**src/rtl/mem_bus_arbiter_pkg.sv**
```systemverilog
// Shared definitions for the memory bus arbiter: FSM state encoding, grant
// codes, idle bus address and beat count for the 32-bit <-> 8-bit serialiser.
package mem_bus_arbiter_pkg;

    typedef enum logic [2:0] {
        ST_IDLE    = 3'd0,
        ST_RD_BEAT = 3'd1,
        ST_RD_TAIL = 3'd2,
        ST_WR_BEAT = 3'd3,
        ST_ACK     = 3'd4
    } state_e;

    typedef enum logic {
        GRANT_IF = 1'b0,
        GRANT_DM = 1'b1
    } grant_e;

    localparam logic [7:0] IDLE_ADDR = 8'hFF;
    localparam int         BEATS     = 4;
    localparam logic [1:0] LAST_BEAT = 2'(BEATS - 1);

    // Word requests are always word aligned; low address bits are ignored.
    function automatic logic [7:0] word_base(input logic [7:0] a);
        return {a[7:2], 2'b00};
    endfunction

endpackage

```
**src/rtl/mem_bus_arbiter_word_serdes.sv**
```systemverilog
// Word serialiser/deserialiser for the byte bus.
//   clk_i, rst_ni : clock, async active-low reset
//   load_i        : load wdata_i into the word register (at grant)
//   wdata_i       : store word
//   rd_i          : read beat issued this cycle (bus_rd)
//   cnt_en_i      : advance beat counter; counter clears when low
//   data_in_i     : external read byte
//   cnt_o         : current beat index
//   word_o        : assembled / store word
//   byte_o        : byte lane of word_o selected by the beat counter
module mem_bus_arbiter_word_serdes
    import mem_bus_arbiter_pkg::*;
#(
    parameter int RD_LAT = 1
) (
    input  logic        clk_i,
    input  logic        rst_ni,
    input  logic        load_i,
    input  logic [31:0] wdata_i,
    input  logic        rd_i,
    input  logic        cnt_en_i,
    input  logic [7:0]  data_in_i,
    output logic [1:0]  cnt_o,
    output logic [31:0] word_o,
    output logic [7:0]  byte_o
);

    logic [1:0]          cnt_q, cnt_d;
    logic [8*BEATS-1:0]  word_q, word_d;
    logic [RD_LAT-1:0]   rd_pipe_q;
    logic [RD_LAT:0]     rd_pipe;

    // rd_pipe[k] is the read strobe delayed by k cycles; the top bit marks the
    // cycle in which the byte for an earlier beat is present on data_in.
    assign rd_pipe = {rd_pipe_q, rd_i};

    always_comb begin
        cnt_d  = cnt_en_i ? cnt_q + 2'd1 : 2'd0;
        word_d = word_q;
        if (load_i) begin
            word_d = wdata_i;
        end else if (rd_pipe[RD_LAT]) begin
            // LSB-first beats: shifting right leaves beat 0 in lane 0 after 4 bytes.
            word_d = {data_in_i, word_q[31:8]};
        end
    end

    always_ff @(posedge clk_i or negedge rst_ni) begin
        if (!rst_ni) begin
            cnt_q     <= 2'd0;
            word_q    <= '0;
            rd_pipe_q <= '0;
        end else begin
            cnt_q     <= cnt_d;
            word_q    <= word_d;
            rd_pipe_q <= rd_pipe[RD_LAT-1:0];
        end
    end

    assign cnt_o  = cnt_q;
    assign word_o = word_q;
    assign byte_o = word_q[{cnt_q, 3'b000} +: 8];

endmodule

```
**src/rtl/mem_bus_arbiter.sv**
```systemverilog
// Arbitrates the 8-bit external byte bus between the instruction-fetch and
// data-memory ports, moving whole 32-bit words as 4 LSB-first byte beats.
//   clk_i, rst_ni            : clock, async active-low reset
//   if_req_i / if_addr_i     : fetch request (level) and word address
//   if_ack_o / if_rdata_o    : fetch done pulse, fetched word
//   dm_req_i, dm_we_i        : data request (level), store select
//   dm_addr_i, dm_wdata_i    : data word address, store data
//   dm_ack_o / dm_rdata_o    : data done pulse, loaded word
//   data_in_i / data_out_o   : external read / write byte
//   address_out_o            : external byte address, 0xFF when idle
//   bus_rd_o / bus_we_o      : read / write beat qualifiers
//   busy_o                   : transaction in progress
module mem_bus_arbiter #(
    parameter int RD_LAT       = 1,
    parameter int MAX_DM_BURST = 4
) (
    input  logic        clk_i,
    input  logic        rst_ni,
    input  logic        if_req_i,
    input  logic [7:0]  if_addr_i,
    output logic        if_ack_o,
    output logic [31:0] if_rdata_o,
    input  logic        dm_req_i,
    input  logic        dm_we_i,
    input  logic [7:0]  dm_addr_i,
    input  logic [31:0] dm_wdata_i,
    output logic        dm_ack_o,
    output logic [31:0] dm_rdata_o,
    input  logic [7:0]  data_in_i,
    output logic [7:0]  data_out_o,
    output logic [7:0]  address_out_o,
    output logic        bus_rd_o,
    output logic        bus_we_o,
    output logic        busy_o
);
    import mem_bus_arbiter_pkg::*;

    localparam int         SW        = $clog2(MAX_DM_BURST + 1);
    localparam logic [1:0] TAIL_LAST = 2'(RD_LAT - 1);

    state_e          state_q, state_d;
    grant_e          grant_q, grant_d;
    logic            we_q, we_d;
    logic [7:0]      addr_q, addr_d;
    logic [SW-1:0]   streak_q, streak_d;
    logic [31:0]     if_rdata_q, dm_rdata_q;

    logic            load, cnt_en;
    logic [1:0]      cnt;
    logic [31:0]     word;
    logic [7:0]      lane_byte;

    mem_bus_arbiter_word_serdes #(.RD_LAT(RD_LAT)) u_serdes (
        .clk_i     (clk_i),
        .rst_ni    (rst_ni),
        .load_i    (load),
        .wdata_i   (dm_wdata_i),
        .rd_i      (bus_rd_o),
        .cnt_en_i  (cnt_en),
        .data_in_i (data_in_i),
        .cnt_o     (cnt),
        .word_o    (word),
        .byte_o    (lane_byte)
    );

    always_comb begin
        state_d  = state_q;
        grant_d  = grant_q;
        we_d     = we_q;
        addr_d   = addr_q;
        streak_d = streak_q;
        load     = 1'b0;
        cnt_en   = 1'b0;
        unique case (state_q)
            ST_IDLE: begin
                // Data port has priority until it has won MAX_DM_BURST times
                // in a row over a waiting fetch.
                if (dm_req_i && !(if_req_i && streak_q == SW'(MAX_DM_BURST))) begin
                    grant_d  = GRANT_DM;
                    we_d     = dm_we_i;
                    addr_d   = word_base(dm_addr_i);
                    load     = 1'b1;
                    streak_d = if_req_i ? streak_q + SW'(1) : '0;
                    state_d  = dm_we_i ? ST_WR_BEAT : ST_RD_BEAT;
                end else if (if_req_i) begin
                    grant_d  = GRANT_IF;
                    we_d     = 1'b0;
                    addr_d   = word_base(if_addr_i);
                    load     = 1'b1;
                    streak_d = '0;
                    state_d  = ST_RD_BEAT;
                end else begin
                    streak_d = '0;
                end
            end
            ST_RD_BEAT: begin
                cnt_en = 1'b1;
                if (cnt == LAST_BEAT) state_d = ST_RD_TAIL;
            end
            ST_RD_TAIL: begin
                // Counter restarted from 0 on the last beat's wrap; reuse it
                // to wait out the read latency.
                cnt_en = 1'b1;
                if (cnt == TAIL_LAST) state_d = ST_ACK;
            end
            ST_WR_BEAT: begin
                cnt_en = 1'b1;
                if (cnt == LAST_BEAT) state_d = ST_ACK;
            end
            ST_ACK:  state_d = ST_IDLE;
            default: state_d = ST_IDLE;
        endcase
    end

    always_ff @(posedge clk_i or negedge rst_ni) begin
        if (!rst_ni) begin
            state_q    <= ST_IDLE;
            grant_q    <= GRANT_IF;
            we_q       <= 1'b0;
            addr_q     <= 8'h00;
            streak_q   <= '0;
            if_rdata_q <= '0;
            dm_rdata_q <= '0;
        end else begin
            state_q  <= state_d;
            grant_q  <= grant_d;
            we_q     <= we_d;
            addr_q   <= addr_d;
            streak_q <= streak_d;
            if (if_ack_o)             if_rdata_q <= word;
            if (dm_ack_o && !we_q)    dm_rdata_q <= word;
        end
    end

    assign bus_rd_o      = (state_q == ST_RD_BEAT);
    assign bus_we_o      = (state_q == ST_WR_BEAT);
    assign busy_o        = (state_q != ST_IDLE);
    assign address_out_o = (bus_rd_o || bus_we_o) ? addr_q + {6'b0, cnt} : IDLE_ADDR;
    assign data_out_o    = bus_we_o ? lane_byte : 8'h00;
    assign if_ack_o      = (state_q == ST_ACK) && (grant_q == GRANT_IF);
    assign dm_ack_o      = (state_q == ST_ACK) && (grant_q == GRANT_DM);
    // The completed word is presented during the ack cycle itself.
    assign if_rdata_o    = if_ack_o ? word : if_rdata_q;
    assign dm_rdata_o    = (dm_ack_o && !we_q) ? word : dm_rdata_q;

endmodule
```
**config.mk**
```make
export PLATFORM = sky130hd
export DESIGN_NAME = mem_bus_arbiter
export DESIGN_NICKNAME = d
export VERILOG_FILES = /design/src/rtl/mem_bus_arbiter_pkg.sv /design/src/rtl/mem_bus_arbiter_word_serdes.sv /design/src/rtl/mem_bus_arbiter.sv
export SDC_FILE = /design/constraint.sdc
export NUM_CORES = 1
export LEC_CHECK = 0
export CAP_MARGIN = 20
export CORE_ASPECT_RATIO = 1.1
export CORE_MARGIN = 2
export CORE_UTILIZATION = 43
export CTS_CLUSTER_DIAMETER = 40
export CTS_CLUSTER_SIZE = 8
export DETAILED_ROUTE_END_ITERATION = 16
export HOLD_SLACK_MARGIN = 0.02
export MAX_ROUTING_LAYER = met4
export PLACE_DENSITY = 0.74
export SLEW_MARGIN = 25
export SYNTH_ARGS = -nofsm -noshare
export SYNTH_HDL_FRONTEND = slang
export SYNTH_SLANG_ARGS = --single-unit
```
**constraint.sdc**
```tcl
create_clock -name clk_i -period 2 [get_ports clk_i]
set_clock_uncertainty 0.2 [all_clocks]
set_input_delay 0.5 -clock clk_i [delete_from_list [all_inputs] [get_ports clk_i]]
set_output_delay 0.5 -clock clk_i [all_outputs]
set_load 0.05 [all_outputs]
```
==> flow_summary.yaml <==
synth:
  synth_cell_types: 38
  yosysSeqAreaShare_pct: 55.0
  syn-num-nets: 465
  avgSynthCellArea_um2: 12.9
  ys_dominant_reg_cell: "dfrtp_1"
  synth-seq-cells: 113
  synthCells: 400
  synth_area_mm2: 0.00514
  synth_edf_count: 0
  synthArstFlopShare_pct: 100
  yosysWarningCount: 0
setup_path:
  worstSetupStartpointType: "flop"
  r2r_cells: 6
  rrSetupSlack_ps: 50
  worst_path_most_repeated_cell: "buf_6"
  crit_end: "if_rdata_o[16]"
  crit_path_max_incr_delay_ps: 430
  arrival_ps: 2080
  worstSetupPathType: "reg -> out"
  r2r_start: "state_q[0]"
  cp_max_fo: 10
  endpoint_kind: "primary output"
  cp_cell_sequence: "nor4b_4 > buf_4 > buf_6 > buf_12 > mux2_4 > buf_6"
  worst-endpoint-required_ps: 1300
  r2r-end: "dm_rdata_q[16]"
  crit_path_top_delay_cell: "dfrtp_1"
  crit_start: "state_q[0]"
die:
  row_count: 41
  io_pins: 146
  die_w_um: 108
  start_util_pct: 44.5
  core_area_mm2: 0.0115
  die_y_um: 119
  die_area_mm2: 0.0128
power_and_ir_drop:
  p_switching_mw: 7.94
  switching_share_pct: 42.9
  seq_power_share_pct: 22.1
  power_density_mw_per_mm2: 2120
  internal_power_mw: 10.6
  peakVddDrop_uv: 1430
  p_clk_share_pct: 16.1
  combPwrFrac_pct: 61.8
  p_leak_nw: 3.96
grt:
  first_global_vias: 4432
  met2_usage_pct: 39.6
  grt_remaining_overflow: 0
  grt_usage_pct: 26.3
  met1_usage_pct: 34.5
  antenna_found_initial: 0
  grt_max_degree: 49
  use_met3_pct: 6.89
  grt_first_pass_wirelength_mm: 24.7
  grt-busiest-layer: "met2"
cells_and_area:
  layout-drive-gt1-share_pct: 48.3
  fin_area_mm2: 0.00873
  num_antenna_cells: 0
  fillers: 706
  utilization_pct: 75.6
  area_growth_pct: 69.7
  nets: 685
  final_common_cell: "dfrtp_1"
  final_cell_mix: "dfrtp_1 (110), buf_4 (69), buf_6 (63)"
timing:
  fmax_mhz: 359
  min_period_ps: 2780
  slew_violations: 0
  worst_slack_ps: -783
  rsz0062_at_grt: "true"
  finalSetupViolCount: 85
  post-route-period-util_pct: 139
  hold_violations: 0
  slew_headroom_pct: 66.1
  worst_slew_pin_slew_ps: 509
place:
  portBuffers: 141
  dp_hpwl_mm: 10.4
  gp_congestion: 0.859
  placed_area_mm2: 0.00737
worst_hold_path:
  worstHoldPathType: "in -> async"
clocking:
  tritoncts: "done"
  clockRootBuffer: "clkbuf_16"
  worst_skew_pair.late_latency_ps: 420
  clkSlewWorstSetupHoldPaths_ps: 60
  numCtsBuffers: 17
  clock_sinks: 113
  h-tree-depth: 4
  clk_path_buf_depth: 2
routing:
  dr.pass1.iters: 4
  wl_per_cell_um: 20.6
  viasPerCell: 5.33
  drtIter0Drc: 246
  vias: 4171
  drc: 0
  postRouteAntennaNets: 0
  wirelength_mm: 16.1
flow_run:
  cap_violations: 0
run_status:
  violations: "setup timing"
  outcome: "finished, violations left"
## cells in the mapped netlist (4+ instances only)
master      n  area, µm²
clkbuf_1   10       37.5
a21oi_1     6       30.0
mux2_1      4       45.0
nand2_1     4       15.0
nand3_1    40        200
a31oi_1     6       37.5
mux2i_1    33        330
ha_1        4       50.1
nor2b_1    10       62.6
o21ai_1    14       70.1
inv_1       8       30.0
mux2_2     62        698
o21ai_0    25        125
buf_4       5       37.5
buf_6       7       78.8
dfrtp_1   113       2830
nand2b_1    7       43.8
mux4_2      8        180
buf_2       6       30.0
## flip-flops by register name, summed over array words and instances, names as in the netlist
register            flops
grant_q                 1
state_q                 3
we_q                    1
u_serdes.cnt_o          2
addr_q                  6
if_rdata_q             32
u_serdes.word_o        32
dm_rdata_q             32
u_serdes.rd_pipe_q      1
streak_q                3
## final cells by class
type	instances	area [µm²]	share of cell area, %
clock buffer	19	453	5.19
multi-input combinational	248	2410	27.6
clock inverter	13	135	1.55
timing repair buffer	232	2680	30.7
sequential	113	2830	32.4
inverter	8	30.0	0.344
tap	150	188	2.15
## layer usage
layer | wire [µm] | vias up
li1 | - | 1884
met1 | 6700 | 2103
met2 | 8060 | 161
met3 | 1100 | 23
met4 | 285 | 0
met5 | 0 | -
## metrics by stage
stage          setup TNS [ps]  hold slack, ps  cells  setup slack (ps)  power, mW
3_5_place_dp           -21800             162    722              -371       13.9
4_1_cts                -54700             266    773              -761       18.1
2_1_floorplan          -18040            4.41    400              -329       10.4
3_3_place_gp           -18750             160    722              -321       13.7
5_1_grt                -59480             284    783              -827       19.3
6_report               -55640             268    783              -783       18.5
## cells by family after synthesis
group           share of synthesized area [%]
buf+inv                                  4.41
flops                                    55.0
fa+ha+maj                               0.974
simple gates                             9.00
compound gates                           6.23
mux                                      24.4
## timing repair
action	4_1_cts	5_1_grt
gates resized for setup	104	19
pin swaps	4	2
hold endpoints to repair	90	0
gates cloned	4	3
buffers inserted	15	9
setup endpoints to repair	86	88
hold buffers	1	0
## worst max-delay path, delay by kind of cell, from the launching register on
family | cells | cell delay, ps
buf+inv | 4 | 610
simple gates | 1 | 290
mux | 1 | 330
flops | 1 | 430
## power groups by stage
stage	combinational, mW	sequential, mW	clock [mW]
6_report	11.4	4.08	2.99
5_1_grt	11.9	4.19	3.14
4_1_cts	11.0	4.06	3.01
3_5_place_dp	9.88	4.07	0
3_3_place_gp	9.73	3.99	0
2_1_floorplan	6.46	3.89	0
## worst min-delay path by stage
| stage | startpoint | to | slack (ps) | cells past startpoint |
|---|---|---|---|---|
| after floorplan | rst_ni | addr_q[2] | 4 | 0 |
| after global placement | rst_ni | dm_rdata_q[15] | 160 | 1 |
| after detailed placement | rst_ni | dm_rdata_q[15] | 160 | 1 |
| after CTS | rst_ni | u_serdes.word_o[4] | 270 | 2 |
| after global routing | rst_ni | u_serdes.word_o[4] | 280 | 2 |
| final | rst_ni | u_serdes.word_o[7] | 270 | 2 |
No activity file was read; power rests on OpenSTA's default activity.
==> RTL edit 1: new RTL, config.mk and constraints unchanged <==
`word_q` no longer has a reset.
--- a/src/rtl/mem_bus_arbiter_word_serdes.sv
+++ b/src/rtl/mem_bus_arbiter_word_serdes.sv
@@ -48,13 +48,15 @@
     always_ff @(posedge clk_i or negedge rst_ni) begin
         if (!rst_ni) begin
             cnt_q     <= 2'd0;
-            word_q    <= '0;
             rd_pipe_q <= '0;
         end else begin
             cnt_q     <= cnt_d;
-            word_q    <= word_d;
             rd_pipe_q <= rd_pipe[RD_LAT-1:0];
         end
+    end
+
+    always_ff @(posedge clk_i) begin
+        word_q <= word_d;
     end
 
     assign cnt_o  = cnt_q;
Behaviour: same outputs for any inputs over 10 cycles, from zero or initial values and one cycle with rst_ni low; that may be too few to reach the edited logic, so the function may still have changed.
==> RTL edit 1 against the original RTL <==
Fmax increased by 2.3%; total power up 1.7%; highest routed layer unchanged; the flow still finishes with violations (setup timing); area after synthesis decreased by 1.2%; worst setup slack improved by 0.063 ns; register-to-register slack got worse by 0.11 ns; largest cell class unchanged; final area rose by 1.3%; clock power fell by 2%; sequential cell count is the same; routed wire length decreased by 11%; critical path type unchanged; global-route usage fell by 2.4 points.
==> RTL edit 1: results (changes against the original RTL) <==
* Status: finished, violations left
* Failing checks: setup timing
* WHS Path Cells at 1
* Worst R2R End: u_serdes.word_o[26]
* Ys Warns at 0 (unchanged)
* Final Setup Violations at 142 (+67%)
* Initial antenna violation count at 0 (unchanged)
* Largest net degree at the start of global routing at 49 (unchanged)
* Antenna Cells at 0 (unchanged)
* Drt wl/cell at 20.0 um (-2.8%)
* Routability Congestion at 0.821 (-4.5%)
* Synth cell count leaders: dfrtp_1, mux2_2, edfxtp_1
* Drt initial violations at 149 (-39%)
* Post-synthesis compound-gate area fraction at 3.23% (-3.0 points)
* # port buffers at 141 (unchanged)
* Post-synthesis adder-cell area fraction at 0.985% (+0.012 points)
* Clock Tree Root: clkbuf_16
* H-tree levels at 4 (unchanged)
* Worst Path Max Fanout at 6 (-4)
* FF-to-FF path depth at 8 (+2)
* DR pass1 iterations at 4 (unchanged)
* Worst setup path start: state_q[1]
* DP HPWL at 9.22 mm (-11%)
* R2R setup slack at -0.06 ns (-0.11 ns)
* Reg2reg start: state_q[2]
* GRT Util Overall at 23.9% (-2.4 points)
* Hold endpoint: dm_rdata_q[24]
* # fillers at 657 (-6.9%)
* Final Hold Slack at 0.300 ns (+0.0317 ns)
* Hold/Removal Path Class: reg -> reg
* VDD IR max at 0.00130 V (-8.8%)
* CTS buffer count at 17 (unchanged)
* Worst slew margin at 70.5% (+4.5 points)
* Multiplexer area fraction after synthesis at 27.2% (+2.8 points)
* Largest family of logic cells by synthesized area: multiplexers
* Area contributors post-synth: dfrtp_1, edfxtp_1, mux2_2, mux2_4, mux4_2
* Global-route wire length before repair at 22.0 mm (-11%)
* Syn_nets at 388 (-17%)
* Worst-skew pair later-pin latency at 0.41 ns
* Crit path DAT at 2.02 ns (-0.06 ns)
* Xor and xnor area share after synthesis at 0% (unchanged)
* Share of layout cells above drive strength 1 at 61.4% (+13 points)
* Setup ws final at -0.720 ns (+0.0631 ns)
* Nets at 622 (-9.2%)
* Vias in the first global route at 3932 (-11%)
* Netlist cell types at 40 (+5.3%)
* Leak at 0.00403 uW (+1.8%)
* Asr flop ratio synth at 71.7% (-28 points)
* Post-synth EDFFs at 32 (+32)
* Clock Tree Buf Depth at 2 (unchanged)
* Post-synthesis sequential area ratio at 58.8% (+3.8 points)
* Via count at 3632 (-13%)
-- RTL edit 1: logic make-up (layout without fill, tap and decap cells) --
kind of cell	count (synthesis)	in the layout
adders and majority gates	4	4
muxes	106	106
and+or+nand+nor	47	47
buffers and inverters	26	273
AOI/OAI and AO/OA	27	27
DFF	113	113
-- RTL edit 1: worst max-delay path by stage --
stage / cells past startpoint / to / slack, ns
after global routing: 5 / if_rdata_o[23] / -0.78
after CTS: 5 / if_rdata_o[23] / -0.72
after floorplan: 4 / if_rdata_o[22] / -0.33
final: 5 / if_rdata_o[23] / -0.72
after detailed placement: 5 / u_serdes.word_o[11] / -0.39
after global placement: 5 / u_serdes.word_o[6] / -0.35
-- RTL edit 1: per-layer routing --
metal	wire length, um	GRT usage (%)	up-vias
met5	0	-	-
met4	376	8.09	0
met3	639	6.04	29
met2	7300	37.5	132
met1	6110	30.1	1817
li1	-	-	1654
-- RTL edit 1: area by class of cell --
class,instances,area share (%)
flip-flops and latches,113,33.9
well taps,150,2.12
multi-input cells,184,26.5
inverters,7,0.354
clock inverters,13,1.57
repair buffers,234,30.6
clock buffers,19,5.01
-- RTL edit 1: timing repair --
action	CTS	global route
cloned	3	2
hold endpoints to repair	81	0
setup buffers	17	13
pin swaps	3	4
hold buffers	1	0
endpoints found under the setup margin	86	151
resized for setup	138	39
-- RTL edit 1: metrics by stage --
step,instance area [um^2],setup TNS (ns),setup WS (ns),cells
after global placement,7280,-40.33,-0.354,655
after detailed placement,7280,-43.90,-0.394,655
after global routing,8840,-61.30,-0.777,720
after CTS,8590,-57.58,-0.723,708
final,8840,-52.22,-0.720,720
after floorplan,5360,-17.79,-0.327,323
-- RTL edit 1: where the power goes --
part	switching (uW)	total, uW	internal (uW)
combinational	5930	11600	5700
clock	1060	2920	1860
sequential	587	4280	3690
total	7570	18800	11200
-- RTL edit 1: worst max-delay path, cell delays in order, from the launching register on --
cell,delay [ns]
dfrtp_2,0.43
nor4b_4,0.33
buf_6,0.22
buf_8,0.15
mux2_4,0.33
buf_12,0.15
==> RTL edit 2: new RTL, config.mk and constraints unchanged <==
Made on the original files. `RD_LAT` is set to 1 in 2 places; all go to 2.
--- a/src/rtl/mem_bus_arbiter_word_serdes.sv
+++ b/src/rtl/mem_bus_arbiter_word_serdes.sv
@@ -11,7 +11,7 @@
 module mem_bus_arbiter_word_serdes
     import mem_bus_arbiter_pkg::*;
 #(
-    parameter int RD_LAT = 1
+    parameter int RD_LAT = 2
 ) (
     input  logic        clk_i,
     input  logic        rst_ni,
--- a/src/rtl/mem_bus_arbiter.sv
+++ b/src/rtl/mem_bus_arbiter.sv
@@ -11,7 +11,7 @@
 //   bus_rd_o / bus_we_o      : read / write beat qualifiers
 //   busy_o                   : transaction in progress
 module mem_bus_arbiter #(
-    parameter int RD_LAT       = 1,
+    parameter int RD_LAT       = 2,
     parameter int MAX_DM_BURST = 4
 ) (
     input  logic        clk_i,
Function: changed (Yosys sat finds a counterexample within 10 cycles, from zero or initial values and one cycle with rst_ni low).
==> RTL edit 2 against the original RTL <==
Hold slack worse by 0.11 ns; largest power group unchanged; non-clock buffer count up 4; cell count is 0.77% higher; register-to-register slack got worse by 0.27 ns; routed wire length grew 9.0%; area after synthesis grew 1.9%; final area increased by 2.2%; sequential cell count is 1 higher; total power fell by 7.5%; combinational power down 8%; the flow still finishes with violations (setup timing); global-route usage is 0.41 points lower; synthesized cell count decreased by 0.50%; worst setup slack worse by 0.0065 ns.
==> RTL edit 2: results (changes against the original RTL) <==
* PostCTS Resize Cnt at 113 (+8.7%)
* Worst Path Max Fanout at 9 (-1)
* Pre-CTS WS at -0.414 ns (-0.0435 ns)
* Drt initial violations at 289 (+17%)
* Nets at 688 (+0.44%)
* Global-route wire length before repair at 24.3 mm (-1.6%)
* Drt wl/cell at 22.3 um (+8.2%)
* Routability Congestion at 0.853 (-0.69%)
* Final Setup Violations at 125 (+47%)
* Hold/Removal Path Class: reg -> reg
* Syn_nets at 463 (-0.43%)
* # fillers at 707 (+0.14%)
* Final WL at 17.6 mm (+9.0%)
* Failing checks: setup timing
* Post-CTS Hold Fix Bufs at 1 (unchanged)
* TNS Setup at -64.50 ns (-8.85 ns)
* Design area at 8920 um^2 (+2.2%)
* Via count at 4301 (+3.1%)
* Setup Buffers After CTS at 17 (+2)
* GRT Util Overall at 25.9% (-0.41 points)
* Crit path DAT at 2.09 ns
* Initial antenna violation count at 1 (+1)
* Post-synthesis sequential area ratio at 54.4% (-0.56 points)
* Area contributors post-synth: dfrtp_1, mux2_4, mux2_2, mux2i_1, nand3_1
* Worst-skew pair later-pin latency at 0.41 ns
* H-tree levels at 4 (unchanged)
* Share of layout cells above drive strength 1 at 49.5% (+1.2 points)
* Setup ws final at -0.790 ns (-0.00652 ns)
* Clock Tree Buf Depth at 2 (unchanged)
* DP HPWL at 9.82 mm (-5.8%)
* Post-DP Area at 7260 um^2 (-1.4%)
* Synth cell count leaders: dfrtp_1, nand3_1, mux2_2
* VDD IR max at 0.00107 V (-25%)
* Status: finished, violations left
* Worst slew pin tran at 0.620 ns (+0.111 ns)
* Vias in the first global route at 4361 (-1.6%)
* Cell Count Post-Placement at 718 (-0.55%)
* CTS buffer count at 17 (unchanged)
* Leak at 0.00412 uW (+4.2%)
* Netlist cell types at 40 (+5.3%)
* Largest net degree at the start of global routing at 115 (+130%)
* Post-Syn Instances at 398 (-0.50%)
## RTL edit 2: layer usage
layer	routed length, um	global-route usage [%]	vias to the layer above
li1	-	-	1888
met1	7200	33.7	2189
met2	8810	39.2	187
met3	1060	5.59	37
met4	531	11.1	0
met5	0	-	-
## RTL edit 2: final timing paths
| check | from | endpoint | cells after the start | slack, ns |
|---|---|---|---|---|
| min | u_serdes.rd_pipe_q[0] | u_serdes.rd_pipe_q[1] | 0 | 0.15 |
| max | state_q[1] | dm_rdata_o[18] | 5 | -0.79 |
| max in group asynchronous | rst_ni | u_serdes.rd_pipe_q[1] | 3 | 0.58 |
| max reg2reg | state_q[1] | u_serdes.word_o[5] | 11 | -0.22 |
| min reg2reg | u_serdes.rd_pipe_q[0] | u_serdes.rd_pipe_q[1] | 0 | 0.15 |
| min in group asynchronous | rst_ni | if_rdata_q[14] | 3 | 0.49 |
## RTL edit 2: layout make-up
class,instances,area share (%)
Inverter,6,0.252
Clock buffer,25,5.55
Clock inverter,5,0.589
Sequential cell,114,32.0
Multi-Input combinational cell,248,27.9
Timing Repair Buffer,236,31.5
Tap cell,154,2.16
Antenna cell,1,0.0281
## RTL edit 2: critical path: stages (launching register included)
cell and delay (ns):
dfrtp_2 0.45, nor2_2 0.15, and4b_4 0.38, clkbuf_16 0.22
mux2_4 0.32, buf_6 0.16
## RTL edit 2: power by group
group | switching [uW] | leakage (uW) | internal, uW | total (uW)
clock | 990 | 0.000269 | 1810 | 2800
sequential | 567 | 0.00145 | 3280 | 3850
combinational | 5540 | 0.00240 | 4930 | 10500
## RTL edit 2: kinds of logic after synthesis
kind of cell | synth area share [%]
DFF | 54.4
AOI/OAI and AO/OA | 5.92
muxes | 25.8
buffers and inverters | 3.99
adders and majority gates | 0.955
and+or+nand+nor | 8.91
